## config.mk

```make
export PLATFORM = sky130hd
export DESIGN_NAME = tl45_decode
export DESIGN_NICKNAME = d
export VERILOG_FILES = /design/src/rtl/tl45_pkg.sv /design/src/rtl/tl45_operand_fwd.sv /design/src/rtl/tl45_decode.sv
export SDC_FILE = /design/constraint.sdc
export NUM_CORES = 1
export LEC_CHECK = 0
export ABC_CLOCK_PERIOD_IN_PS = 2400
export BUFFER_PORTS_ARGS = -buffer_cell sky130_fd_sc_hd__buf_2
export CORE_AREA = 2 2 139 141
export DETAILED_ROUTE_END_ITERATION = 6
export DIE_AREA = 0 0 141 143
export PLACE_DENSITY = 0.8
export SYNTH_ARGS = -nofsm -noshare
export SYNTH_HDL_FRONTEND = slang
export SYNTH_SLANG_ARGS = --single-unit
```

## constraint.sdc

```tcl
create_clock -name i_clk -period 2.4 [get_ports i_clk]
set_input_delay 0.12 -clock i_clk [delete_from_list [all_inputs] [get_ports i_clk]]
set_output_delay 0.12 -clock i_clk [all_outputs]
set_load 0.05 [all_outputs]
```

## src/rtl/tl45_pkg.sv

```systemverilog
`default_nettype none
// +--------------------------------------------------------------------------+
// | tl45_pkg : shared opcodes, instruction field layout and helpers          |
// | Revision : 1.0                                                           |
// +--------------------------------------------------------------------------+
package tl45_pkg;

  localparam logic [4:0] C_OPC_NOP     = 5'h00;
  localparam logic [4:0] C_OPC_ADD     = 5'h01;
  localparam logic [4:0] C_OPC_BR      = 5'h0C;
  localparam logic [4:0] C_OPC_LW      = 5'h14;
  localparam logic [3:0] C_JMP_ALWAYS  = 4'hF;
  localparam logic [3:0] C_RF_ZERO_REG = 4'd0;

  // sr2 and hi/imm16 overlap in the encoding, so the split is done by function.
  typedef struct packed {
    logic [4:0]  opc;
    logic        imm_mode;
    logic [3:0]  dr;
    logic [3:0]  sr1;
    logic [3:0]  sr2;
    logic        hi;
    logic [15:0] imm16;
  } tl45_fields_t;

  typedef struct packed {
    logic [4:0]  opcode;
    logic [3:0]  dr;
    logic [3:0]  jmp_cond;
    logic [31:0] sr1_val;
    logic [31:0] sr2_val;
    logic [31:0] target_offset;
    logic [31:0] pc;
  } tl45_dec_t;

  function automatic tl45_fields_t tl45_split(input logic [31:0] instr);
    tl45_fields_t f;
    f.opc      = instr[31:27];
    f.imm_mode = instr[26];
    f.dr       = instr[25:22];
    f.sr1      = instr[21:18];
    f.sr2      = instr[17:14];
    f.hi       = instr[16];
    f.imm16    = instr[15:0];
    return f;
  endfunction

  function automatic logic [31:0] tl45_imm_ext(input logic hi, input logic [15:0] imm16);
    return hi ? {imm16, 16'h0000} : {{16{imm16[15]}}, imm16};
  endfunction

endpackage
`default_nettype wire

```

## src/rtl/tl45_operand_fwd.sv

```systemverilog
`default_nettype none
// +--------------------------------------------------------------------------+
// | tl45_operand_fwd : zero-register squash plus ALU/WB forwarding mux       |
// | Revision : 1.0                                                           |
// +--------------------------------------------------------------------------+
module tl45_operand_fwd
  import tl45_pkg::*;
#(
  parameter logic [3:0] RF_ZERO_REG = C_RF_ZERO_REG
) (
  input  logic [3:0]  i_idx,
  input  logic [31:0] i_rf_val,
  input  logic [3:0]  i_of1_reg,
  input  logic [31:0] i_of1_val,
  input  logic [3:0]  i_of2_reg,
  input  logic [31:0] i_of2_val,
  output logic [31:0] o_val
);

  // A forward tagged with the zero register can never match: the squash is tested first.
  always_comb begin
    if (i_idx == RF_ZERO_REG)    o_val = '0;
    else if (i_idx == i_of1_reg) o_val = i_of1_val;
    else if (i_idx == i_of2_reg) o_val = i_of2_val;
    else                         o_val = i_rf_val;
  end

endmodule
`default_nettype wire

```

## src/rtl/tl45_decode.sv

```systemverilog
`default_nettype none
// +--------------------------------------------------------------------------+
// | tl45_decode : decode / operand-fetch stage with load-use bubble          |
// | Revision : 1.0                                                           |
// +--------------------------------------------------------------------------+
module tl45_decode
  import tl45_pkg::*;
#(
  parameter logic [3:0] RF_ZERO_REG = C_RF_ZERO_REG,
  parameter logic [4:0] OPC_LW      = C_OPC_LW,
  parameter logic [4:0] OPC_BR      = C_OPC_BR
) (
  input  logic        i_clk,
  input  logic        i_reset_n,
  input  logic        i_pipe_stall,
  input  logic        i_pipe_flush,
  output logic        o_pipe_stall,
  output logic        o_pipe_flush,
  input  logic [31:0] i_instr,
  input  logic [31:0] i_pc,
  output logic [3:0]  o_rf_sr1_addr,
  output logic [3:0]  o_rf_sr2_addr,
  input  logic [31:0] i_rf_sr1_val,
  input  logic [31:0] i_rf_sr2_val,
  input  logic [3:0]  i_of1_reg,
  input  logic [31:0] i_of1_val,
  input  logic [3:0]  i_of2_reg,
  input  logic [31:0] i_of2_val,
  output logic [4:0]  o_opcode,
  output logic [3:0]  o_dr,
  output logic [3:0]  o_jmp_cond,
  output logic [31:0] o_sr1_val,
  output logic [31:0] o_sr2_val,
  output logic [31:0] o_target_offset,
  output logic [31:0] o_pc
);

  tl45_fields_t w_f;
  tl45_dec_t    w_nxt;
  tl45_dec_t    r_buf;
  logic         w_is_branch;
  logic         w_uses_sr2;
  logic         w_hazard_stall;
  logic         w_clear;
  logic         w_capture;
  logic [31:0]  w_imm;
  logic [31:0]  w_sr1_fwd;
  logic [31:0]  w_sr2_fwd;
  logic         r_ld_valid;
  logic [3:0]   r_ld_dr;

  assign w_f         = tl45_split(i_instr);
  assign w_is_branch = (w_f.opc == OPC_BR);
  // Branches carry their offset where sr2 would sit, so sr2 is only a real source here.
  assign w_uses_sr2  = !w_f.imm_mode && !w_is_branch;
  assign w_imm       = tl45_imm_ext(w_f.hi, w_f.imm16);

  assign o_rf_sr1_addr = w_f.sr1;
  assign o_rf_sr2_addr = w_f.sr2;

  tl45_operand_fwd #(.RF_ZERO_REG(RF_ZERO_REG)) u_fwd_sr1 (
    .i_idx     (w_f.sr1),
    .i_rf_val  (i_rf_sr1_val),
    .i_of1_reg (i_of1_reg),
    .i_of1_val (i_of1_val),
    .i_of2_reg (i_of2_reg),
    .i_of2_val (i_of2_val),
    .o_val     (w_sr1_fwd)
  );

  tl45_operand_fwd #(.RF_ZERO_REG(RF_ZERO_REG)) u_fwd_sr2 (
    .i_idx     (w_f.sr2),
    .i_rf_val  (i_rf_sr2_val),
    .i_of1_reg (i_of1_reg),
    .i_of1_val (i_of1_val),
    .i_of2_reg (i_of2_reg),
    .i_of2_val (i_of2_val),
    .o_val     (w_sr2_fwd)
  );

  assign w_hazard_stall = r_ld_valid && (r_ld_dr != RF_ZERO_REG) &&
                          ((r_ld_dr == w_f.sr1) || (w_uses_sr2 && (r_ld_dr == w_f.sr2)));

  assign o_pipe_stall = i_pipe_stall | w_hazard_stall;
  assign o_pipe_flush = i_pipe_flush;

  assign w_clear   = i_pipe_flush || (!i_pipe_stall && w_hazard_stall);
  assign w_capture = !i_pipe_flush && !i_pipe_stall && !w_hazard_stall;

  always_comb begin
    w_nxt         = '0;
    w_nxt.opcode  = w_f.opc;
    w_nxt.sr1_val = w_sr1_fwd;
    w_nxt.pc      = i_pc;
    if (w_is_branch) begin
      w_nxt.jmp_cond      = w_f.dr;
      w_nxt.target_offset = tl45_imm_ext(1'b0, w_f.imm16);
    end else begin
      w_nxt.dr      = w_f.dr;
      w_nxt.sr2_val = w_f.imm_mode ? w_imm : w_sr2_fwd;
    end
  end

  // Cleared buffer doubles as the NOP bubble; the tracker clears with it so a retry never re-stalls.
  always_ff @(posedge i_clk or negedge i_reset_n) begin
    if (!i_reset_n) begin
      r_buf      <= '0;
      r_ld_valid <= 1'b0;
      r_ld_dr    <= '0;
    end else if (w_clear) begin
      r_buf      <= '0;
      r_ld_valid <= 1'b0;
      r_ld_dr    <= '0;
    end else if (w_capture) begin
      r_buf      <= w_nxt;
      r_ld_valid <= (w_f.opc == OPC_LW);
      r_ld_dr    <= w_f.dr;
    end
  end

  assign o_opcode        = r_buf.opcode;
  assign o_dr            = r_buf.dr;
  assign o_jmp_cond      = r_buf.jmp_cond;
  assign o_sr1_val       = r_buf.sr1_val;
  assign o_sr2_val       = r_buf.sr2_val;
  assign o_target_offset = r_buf.target_offset;
  assign o_pc            = r_buf.pc;

endmodule
`default_nettype wire

```

== Yosys cells after proc, flatten, opt, wreduce, memory -nomap -nowiden ==
Cells that the tools add are included.

* Register bits: 146
* Bits of input ports: 204
* Output and inout port bits: 151
* Logic and storage cells: 54

* Reduce and logical (&&, ||, !) cells: 18
* Multiplexer cells: 18
* Bitwise operators: 1
* Equality and inequality tests: 8

{| class="wikitable"
|+ Operator list
! kind !! count
|-
| $mux 32 || 9
|-
| $mux 141 || 2
|-
| $mux 31 || 1
|-
| $eq 4x4->1 || 6
|-
| $mux 4 || 4
|-
| $logic_not 4->1 || 2
|-
| $logic_and 1x1->1 || 7
|-
| $eq 5x4->1 const B || 1
|-
| $eq 5x5->1 const B || 1
|-
| $logic_not 1->1 || 5
|-
| $reduce_bool 4->1 || 1
|-
| $logic_or 1x1->1 || 2
|-
| $mux 1 || 2
|-
| $reduce_bool 2->1 || 1
|-
| $or 1x1->1 || 1
|}

== Logic depth before layout (Yosys ltp) ==
Gate-level depths: netlist of the first run.

* Depth in word-level cells: 10
* Mapped depth: 8
* Depth with buffers taken out: 5

== By module ==
Synthesis of the first run repeated with hierarchy kept, for this count alone.

* Cells, all modules: 965
* Area total of the unflattened synthesis: 8411.8 um2

{| class="wikitable"
|+ Modules (own cells, without submodules)
! module !! times used !! cells each !! sequential area each (um2) !! area each (um2)
|-
| tl45_decode || 1 || 727 || 3253.1 || 6782.8
|-
| tl45_operand_fwd || 2 || 119 || 0.0 || 814.5
|}

== Worst setup path before layout of the first run ==
Ideal clock, no wire load.

* Kind: input-to-reg
* From: input port i_instr[14]
* To: register r_buf (netlist bit o_sr2_val[24])
* Arrival: 1.823 ns
* Library setup time: 0.122 ns
* Stages: 7
* Path slack: 0.455 ns
* Cell sequence: buf_2 or4_1 and2_1 buf_4 buf_6 a221o_1 a32o_1

* Cells in the longest elaborated chain, start to end: 8

{| class="wikitable"
|+ Ends and longest elaborated chain
! element !! line !! source
|-
| from (decl) || tl45_decode.sv:19 || <nowiki>input logic [31:0] i_instr,</nowiki>
|-
| $eq 4x4->1 || tl45_operand_fwd.sv:24 || <nowiki>else if (i_idx == i_of2_reg) o_val = i_of2_val;</nowiki>
|-
| $mux 32 || tl45_operand_fwd.sv:24 ||
|-
| $mux 32 || tl45_operand_fwd.sv:23 || <nowiki>else if (i_idx == i_of1_reg) o_val = i_of1_val;</nowiki>
|-
| $mux 32 || tl45_operand_fwd.sv:22 || <nowiki>if (i_idx == RF_ZERO_REG) o_val = '0;</nowiki>
|-
| $mux 32 || tl45_decode.sv:100 || <nowiki>w_nxt.sr2_val = w_f.imm_mode ? w_imm : w_sr2_fwd;</nowiki>
|-
| $mux 32 || tl45_decode.sv:95 || <nowiki>if (w_is_branch) begin</nowiki>
|-
| $mux 141 || tl45_decode.sv:114 || <nowiki>end else if (w_capture) begin</nowiki>
|-
| $mux 141 || tl45_decode.sv:110 || <nowiki>end else if (w_clear) begin</nowiki>
|-
| to (signal assigned) || tl45_decode.sv:115 || <nowiki>r_buf <= w_nxt;</nowiki>
|-
| to (decl) || tl45_decode.sv:40 || <nowiki>tl45_dec_t r_buf;</nowiki>
|}

Parallel ways exist; a longest one is shown, timed or not. The select of a mux whose other input is x is not followed.
A chain may end at the register's enable or synchronous reset.

== Final worst setup path of the first run ==
* From: register r_ld_dr[0]
* To: output port o_pipe_stall

* Cells in the longest elaborated chain, start to end: 5

{| class="wikitable"
|+ Ends and longest elaborated chain
! element !! line !! source
|-
| from (decl) || tl45_decode.sv:50 || <nowiki>logic [3:0] r_ld_dr;</nowiki>
|-
| from (signal assigned) || tl45_decode.sv:117 || <nowiki>r_ld_dr <= w_f.dr;</nowiki>
|-
| $eq 4x4->1 || tl45_decode.sv:82 || <nowiki>((r_ld_dr == w_f.sr1) || (w_uses_sr2 && (r_ld_dr == w_f.sr2)));</nowiki>
|-
| $logic_and 1x1->1 || tl45_decode.sv:82 ||
|-
| $logic_or 1x1->1 || tl45_decode.sv:82 ||
|-
| $logic_and 1x1->1 (*) || tl45_decode.sv:81 || <nowiki>assign w_hazard_stall = r_ld_valid && (r_ld_dr != RF_ZERO_REG) &&</nowiki>
|-
| $or 1x1->1 (*) || tl45_decode.sv:84 || <nowiki>assign o_pipe_stall = i_pipe_stall | w_hazard_stall;</nowiki>
|-
| to (decl) || tl45_decode.sv:17 || <nowiki>output logic o_pipe_stall,</nowiki>
|}

Mark *: on every way between the ends. The rest lies on a longest branch, timed or not.

==> impl_metrics.json, run 1 <==
{
  "critPathMaxFanout": 4,
  "grt_usage": 0.2469,
  "synth_cells": 599,
  "max_freq_ghz": 0.4540,
  "cp.depth": 6,
  "yosys_register_bits": 130,
  "place_area_um2": 8813,
  "ant_nets": 0,
  "outcome": "finished, final reports clean",
  "r2r-start": "r_ld_dr[0]",
  "clock_skew_ps": 4.834,
  "dp_cells": 1121,
  "cts_setup_buffers": 0,
  "cts_tree": "done",
  "slew_headroom": 0.2827,
  "synth_area_per_cell_um2": 11.55,
  "clockBufferDepth": 2,
  "drc": 0,
  "cpMaxStageDelayCell": "dfrtp_1",
  "num_vias": 6698,
  "antenna_found_initial": 1,
  "final_area_um2": 9843,
  "worstMarginPinSlew_ps": 1069,
  "finalSetupViolations": 0,
  "final_cell_mix": "buf_2 (353), dfrtp_1 (130), a32o_1 (82)",
  "power.density_nw_per_um2": 686.4,
  "syn_area_um2": 6918,
  "overflow": 0,
  "wl_per_cell_um": 21.55,
  "drive_above_1_share": 0.4661,
  "crit_top_cell": "nand2_1",
  "start_kind": "flip-flop",
  "clock_latency_ps": 410,
  "portBuffers": 354,
  "cap_violations": 0,
  "initial_core_util": 0.3723,
  "rr_endpoint": "o_sr2_val[10]",
  "cp.arrival_ps": 2080,
  "area_growth_pct": 42.29,
  "rsz0062_at_grt": "false",
  "synth_xor_area_frac": 0.03039,
  "crit_path_cell_trace": "xnor2_1 -> nand3_1 -> o41ai_4 -> nand2_1 -> nand2_1 -> buf_2",
  "maxSlewViolCount": 0,
  "dieArea_um2": 20160,
  "hold_violations": 0,
  "mostFrequentLayoutCell": "buf_2",
  "p_leak_nw": 5.019,
  "fin_cells": 1194,
  "grt_pass1_wl_mm": 37.85,
  "worst_ep_required_time_ps": 2280,
  "fp.dieW_um": 141,
  "vias_per_cell": 5.610,
  "ios": 355,
  "clockRootBuffer": "clkbuf_16",
  "crit_type": "flip-flop to output pin",
  "synth_fa_ha_area_frac": 0,
  "post-route-period-util": 0.9178,
  "rrSetupSlack_ps": 220,
  "dieHeight_um": 143,
  "finalNetCount": 1150,
  "cts_made_buffers": 17,
  "synth_top_family_by_area": "compound AO/OA/AOI/OAI gates",
  "synthSimpleGateAreaFrac": 0.03816,
  "synth_cell_types": 38,
  "syn_nets": 803,
  "coreArea_um2": 18580,
  "htreeDepth": 4,
  "cts_sinks": 130,
  "startpoint": "r_ld_dr[0]",
  "grt_max_degree": 83,
  "worstSetupEndpoint": "o_pipe_stall",
  "hp-class": "input port to flip-flop",
  "rows": 50,
  "drt_iter0_drc": 453,
  "synth_compound_area_frac": 0.2919,
  "post-route-min-period_ps": 2203,
  "power_w": 0.006756,
  "post-dp-hpwl_mm": 18.50,
  "muxShareOfSynthArea": 0.09803,
  "crit_buf_inv": 1,
  "grt_pass1_vias": 6625,
  "finalSetupTns_ps": 0,
  "yosys_warnings": 0,
  "reg2reg_depth": 4,
  "drt-pass1-iter-count": 5,
  "routed_wl_mm": 25.73,
  "path_clk_slew_ps": 60,
  "crit_family": "flip-flops",
  "ir_drop_mv": 0.4661,
  "ys_seq_area_frac": 0.4702,
  "gp_congestion": 0.8019,
  "crit_path_end_kind": "output pin",
  "critPathMaxStageDelay_ps": 430
}
-- metrics by stage --
stage | setup slack, ps | hold slack, ps | util
final | 197.3 | 19.66 | 0.5298
after global routing | 51.40 | 9.005 | 0.5296
after CTS | 65.31 | 15.06 | 0.5290
after detailed placement | -34.20 | -0.9054 | 0.4743
after global placement | 5.676 | -1.893 | 0.4743
after floorplan | 455.1 | -175.6 | -
-- cell usage after synthesis --
| cell | number | share of area |
|---|---|---|
| and2_1 | 2 | 0.0018 |
| o21ai_1 | 1 | 0.00072 |
| a21o_1 | 28 | 0.030 |
| nor4_2 | 1 | 0.0018 |
| o311a_1 | 1 | 0.0014 |
| a221o_1 | 29 | 0.042 |
| or4_1 | 2 | 0.0022 |
| o21a_1 | 1 | 0.0011 |
| nor2_1 | 36 | 0.020 |
| xnor2_1 | 15 | 0.019 |
| o21ai_0 | 2 | 0.0014 |
| clkbuf_1 | 41 | 0.022 |
| mux2_2 | 30 | 0.049 |
| a32o_1 | 82 | 0.12 |
| a21oi_1 | 34 | 0.025 |
| buf_4 | 33 | 0.036 |
| nand4_1 | 3 | 0.0027 |
| o41a_1 | 2 | 0.0033 |
| nand2_1 | 4 | 0.0022 |
| xor2_1 | 9 | 0.011 |
| a32oi_1 | 1 | 0.0013 |
| a41oi_1 | 1 | 0.0013 |
| nand3_1 | 1 | 0.00072 |
| a211oi_2 | 1 | 0.0018 |
| o41ai_2 | 1 | 0.0024 |
| a22o_1 | 47 | 0.060 |
| nor3_1 | 2 | 0.0014 |
| or3_1 | 1 | 0.00090 |
| a211o_1 | 1 | 0.0013 |
| buf_2 | 13 | 0.0094 |
| nor4_1 | 2 | 0.0018 |
| nor3b_2 | 1 | 0.0018 |
| mux2i_1 | 34 | 0.049 |
| or3b_1 | 1 | 0.0013 |
| a31oi_1 | 1 | 0.00090 |
| dfrtp_1 | 130 | 0.47 |
| inv_1 | 4 | 0.0022 |
| buf_6 | 1 | 0.0016 |
-- worst min path at each step --
stage | startpoint | end | slack (ps) | depth (start not counted)
detailed placement | i_reset_n | o_target_offset[14] | -0.9 | 1
global placement | i_reset_n | o_pc[0] | -2 | 1
CTS | i_instr[25] | o_dr[3] | 20 | 2
finish | i_instr[25] | o_dr[3] | 20 | 2
global route | i_instr[25] | o_dr[3] | 9 | 2
floorplan | i_reset_n | o_dr[0] | -180 | 0
-- state kept, by name, summed over array words and instances, names as in the netlist --
signal and cells:
o_dr 4, o_opcode 5, r_ld_valid 1, o_jmp_cond 4, o_pc 32, r_ld_dr 4, o_sr1_val 32, o_target_offset 16
o_sr2_val 32
-- worst register-to-register path: stages (launching register included) --
cell and delay (ps):
dfrtp_1 430, o41a_1 470, buf_4 170, a31oi_2 740, a32o_1 290
-- routing by layer --
metal | vias up | wire length (um) | track usage
met1 | 3255 | 10300 | 0.2939
met4 | 0 | 409 | 0.06421
met5 | - | 0 | 0
li1 | 3041 | - | -
met2 | 369 | 13150 | 0.4447
met3 | 33 | 1872 | 0.06439
-- power breakdown --
| group | switching (W) | internal (W) | leakage, nW |
|---|---|---|---|
| clock | 0.00104 | 0.00168 | 0.298 |
| sequential | 0.0000743 | 0.00232 | 1.74 |
| combinational | 0.00108 | 0.000568 | 2.98 |
-- timing repair --
item,in CTS,in global routing
hold buffers,40,0
setup endpoints to repair,0,2
endpoints found under the hold margin,175,0
resized for setup,0,1
-- cell families after synthesis --
logic type,after synthesis
AO/OA/AOI/OAI,233
flip-flops,130
buffers and inverters,92
multiplexers,64
AND/OR/NAND/NOR,56
XOR/XNOR,24
-- area by class of cell --
class | instances | area [um^2]
multi-input combinational | 377 | 3233
sequential | 130 | 3253
tap | 234 | 292.8
clock inverter | 14 | 176.4
timing repair buffer | 416 | 2431
clock buffer | 18 | 439.2
antenna | 1 | 2.502
inverter | 4 | 15.01
fill | 1637 | 8737
(Power assumes the default switching activity.)
==> inputs of run 2 (changes only) <==
CORE_AREA = 2 2 138 140   (was 2 2 139 141)
DIE_AREA = 0 0 140 142   (was 0 0 141 143)
==> run 2 against run 1 <==
Net effect: the flow now finishes with violations (DRC); die area down 1.4%; flip-flop and latch count did not move; sequential share of layout area hardly changed; non-clock buffer count up 3; cell count up 0.17%; worst hold slack improved by 12 ps; largest cell class unchanged; first-iteration DRC count up 14%; clock power down 4%; register-to-register slack gained 210 ps; critical path depth is 3 higher; sequential power hardly changed; count of clock-buffer cells in the layout rose by 2; critical endpoint is now o_sr1_val[4].
==> impl_metrics.json, run 2 (same netlist as run 1, synthesis figures left out) <==
{
  "outcome": "complete, but fails checks",
  "violations": "DRC",
  "worstSetupEndpoint": "o_sr1_val[4]",
  "cp.depth": 9,
  "startpoint": "i_instr[27]",
  "met3_length_mm": 1.785,
  "highest-signal-layer": "met4",
  "r2r-start": "r_ld_dr[3]",
  "slew_headroom": 0.2388,
  "p_leak_nw": 5.017,
  "fp.dieW_um": 140,
  "post-route-min-period_ps": 2280,
  "cts_tree": "done",
  "area_growth_pct": 42.09,
  "clockBufferDepth": 2,
  "max_freq_ghz": 0.4386,
  "cts_sinks": 130,
  "final_cell_mix": "buf_2 (353), dfrtp_1 (130), a32o_1 (82)",
  "post-route-period-util": 0.9501,
  "routed_wl_mm": 25.72,
  "post-route-util": 0.5326,
  "clock_skew_ps": 7.415,
  "cpMaxStageDelayCell": "dlygate4sd3_1",
  "portBuffers": 354,
  "overflow": 0,
  "cp.arrival_ps": 2630,
  "hp-class": "input port to flip-flop",
  "crit_type": "input port to flip-flop",
  "ir_drop_mv": 0.4876,
  "grt_pass1_vias": 6635,
  "rsz0062_at_grt": "false",
  "num_vias": 6733,
  "initial_core_util": 0.3748,
  "num-fill-cells": 1576,
  "coreArea_um2": 18460,
  "worstMarginPinSlew_ps": 1134,
  "mostFrequentLayoutCell": "buf_2",
  "crit_buf_inv": 4,
  "htreeDepth": 4,
  "critPathMaxFanout": 62,
  "finalNetCount": 1153,
  "ios": 355,
  "rr_endpoint": "o_sr1_val[4]",
  "reg2reg_depth": 7,
  "worst_ep_required_time_ps": 2750,
  "critPathMaxStageDelay_ps": 530,
  "drive_above_1_share": 0.4641,
  "clockRootBuffer": "clkbuf_16",
  "clock_latency_ps": 420,
  "multi_input_comb_area_um2": 3231,
  "start_kind": "input port",
  "hold_violations": 0,
  "register_area_um2": 3253,
  "wl_per_cell_um": 21.51,
  "grt_max_degree": 65,
  "crit_family": "buffers and inverters",
  "power.density_nw_per_um2": 676.2,
  "crit_path_cell_trace": "dlygate4sd3_1 -> buf_2 -> or3b_1 -> nor3b_4 -> o41ai_2 -> buf_4 -> a211oi_4 -> buf_12 -> a32o_1",
  "drt-pass1-iter-count": 7,
  "maxSlewViolCount": 0,
  "antenna_found_initial": 1,
  "gp_congestion": 0.8330,
  "dr_wl_met2_mm": 13.00,
  "crit_path_end_kind": "flip-flop",
  "path_clk_slew_ps": 60,
  "place_area_um2": 8808,
  "drc": 26,
  "dieArea_um2": 19880,
  "cap_violations": 0,
  "grt_pass1_wl_mm": 39.20,
  "post-dp-hpwl_mm": 18.54,
  "vias_per_cell": 5.630,
  "rrSetupSlack_ps": 430,
  "cts_made_buffers": 17,
  "drt_iter0_drc": 516,
  "finalSetupTns_ps": 0,
  "grt_usage": 0.2568,
  "ant_nets": 0,
  "finalSetupViolations": 0,
  "wl_met1_mm": 10.52,
  "rows": 50,
  "dieHeight_um": 142,
  "final_area_um2": 9829
}
-- run 2: cell types whose count changed in the layout (fill, tap and decap cells not counted), sizes merged --
cell         change
clkbuf           +2
bufinv           -1
clkinv           +1
buf              +1
dlygate4sd3      +2
inv              -3
-- run 2: through the flow --
step / instances / worst slack, ps / total power [W] / hold WS, ps
5_1_grt: 1196 / 27.34 / 0.006899 / 39.06
6_report: 1196 / 119.8 / 0.006647 / 31.19
2_1_floorplan: 599 / 455.1 / 0.003434 / -175.6
4_1_cts: 1195 / 23.34 / 0.006688 / 31.01
3_5_place_dp: 1122 / 149.5 / 0.004019 / 132.0
3_3_place_gp: 1122 / 126.4 / 0.004003 / 129.4
-- run 2: worst min path at each step --
stage               startpoint            endpoint  depth (start not counted)
floorplan            i_reset_n             o_dr[0]                          0
global placement     i_reset_n       o_sr1_val[30]                          1
global route        i_instr[3]  o_target_offset[3]                          2
CTS                 i_instr[0]  o_target_offset[0]                          2
finish              i_instr[8]  o_target_offset[8]                          2
detailed placement   i_reset_n       o_sr1_val[30]                          1
-- run 2: power breakdown --
part           switching [W]  internal (W)
Sequential         0.0000757       0.00232
Clock                0.00102       0.00159
Combinational        0.00107      0.000572
-- run 2: layer usage --
| metal | vias to the layer above | global-route usage |
|---|---|---|
| li1 | 3049 | - |
| met1 | 3335 | 0.3181 |
| met2 | 315 | 0.4535 |
| met3 | 34 | 0.05888 |
| met4 | 0 | 0.06964 |
| met5 | - | 0 |
-- run 2: worst reg2reg max path: cells and delay by family, from the launching register on --
family,cells,cell delay [ps]
compound gates,3,680
xor+xnor,1,160
simple gates,1,160
flops,1,450
buf+inv,2,460
-- run 2: what timing repair did --
| action | in CTS | in global routing |
|---|---|---|
| setup endpoints to repair | 0 | 19 |
| hold endpoints to repair | 101 | 0 |
| resized for setup | 0 | 2 |
| hold buffers | 42 | 0 |
| buffers inserted | 0 | 0 |
-- run 2: cell type report --
type / instances / share of cell area
well taps: 234 / 0.02979
inverters: 4 / 0.001527
flip-flops and latches: 130 / 0.3310
clock inverters: 11 / 0.01311
diodes: 1 / 0.0002546
repair buffers: 419 / 0.2492
multi-input cells: 377 / 0.3287
clock buffers: 20 / 0.04646
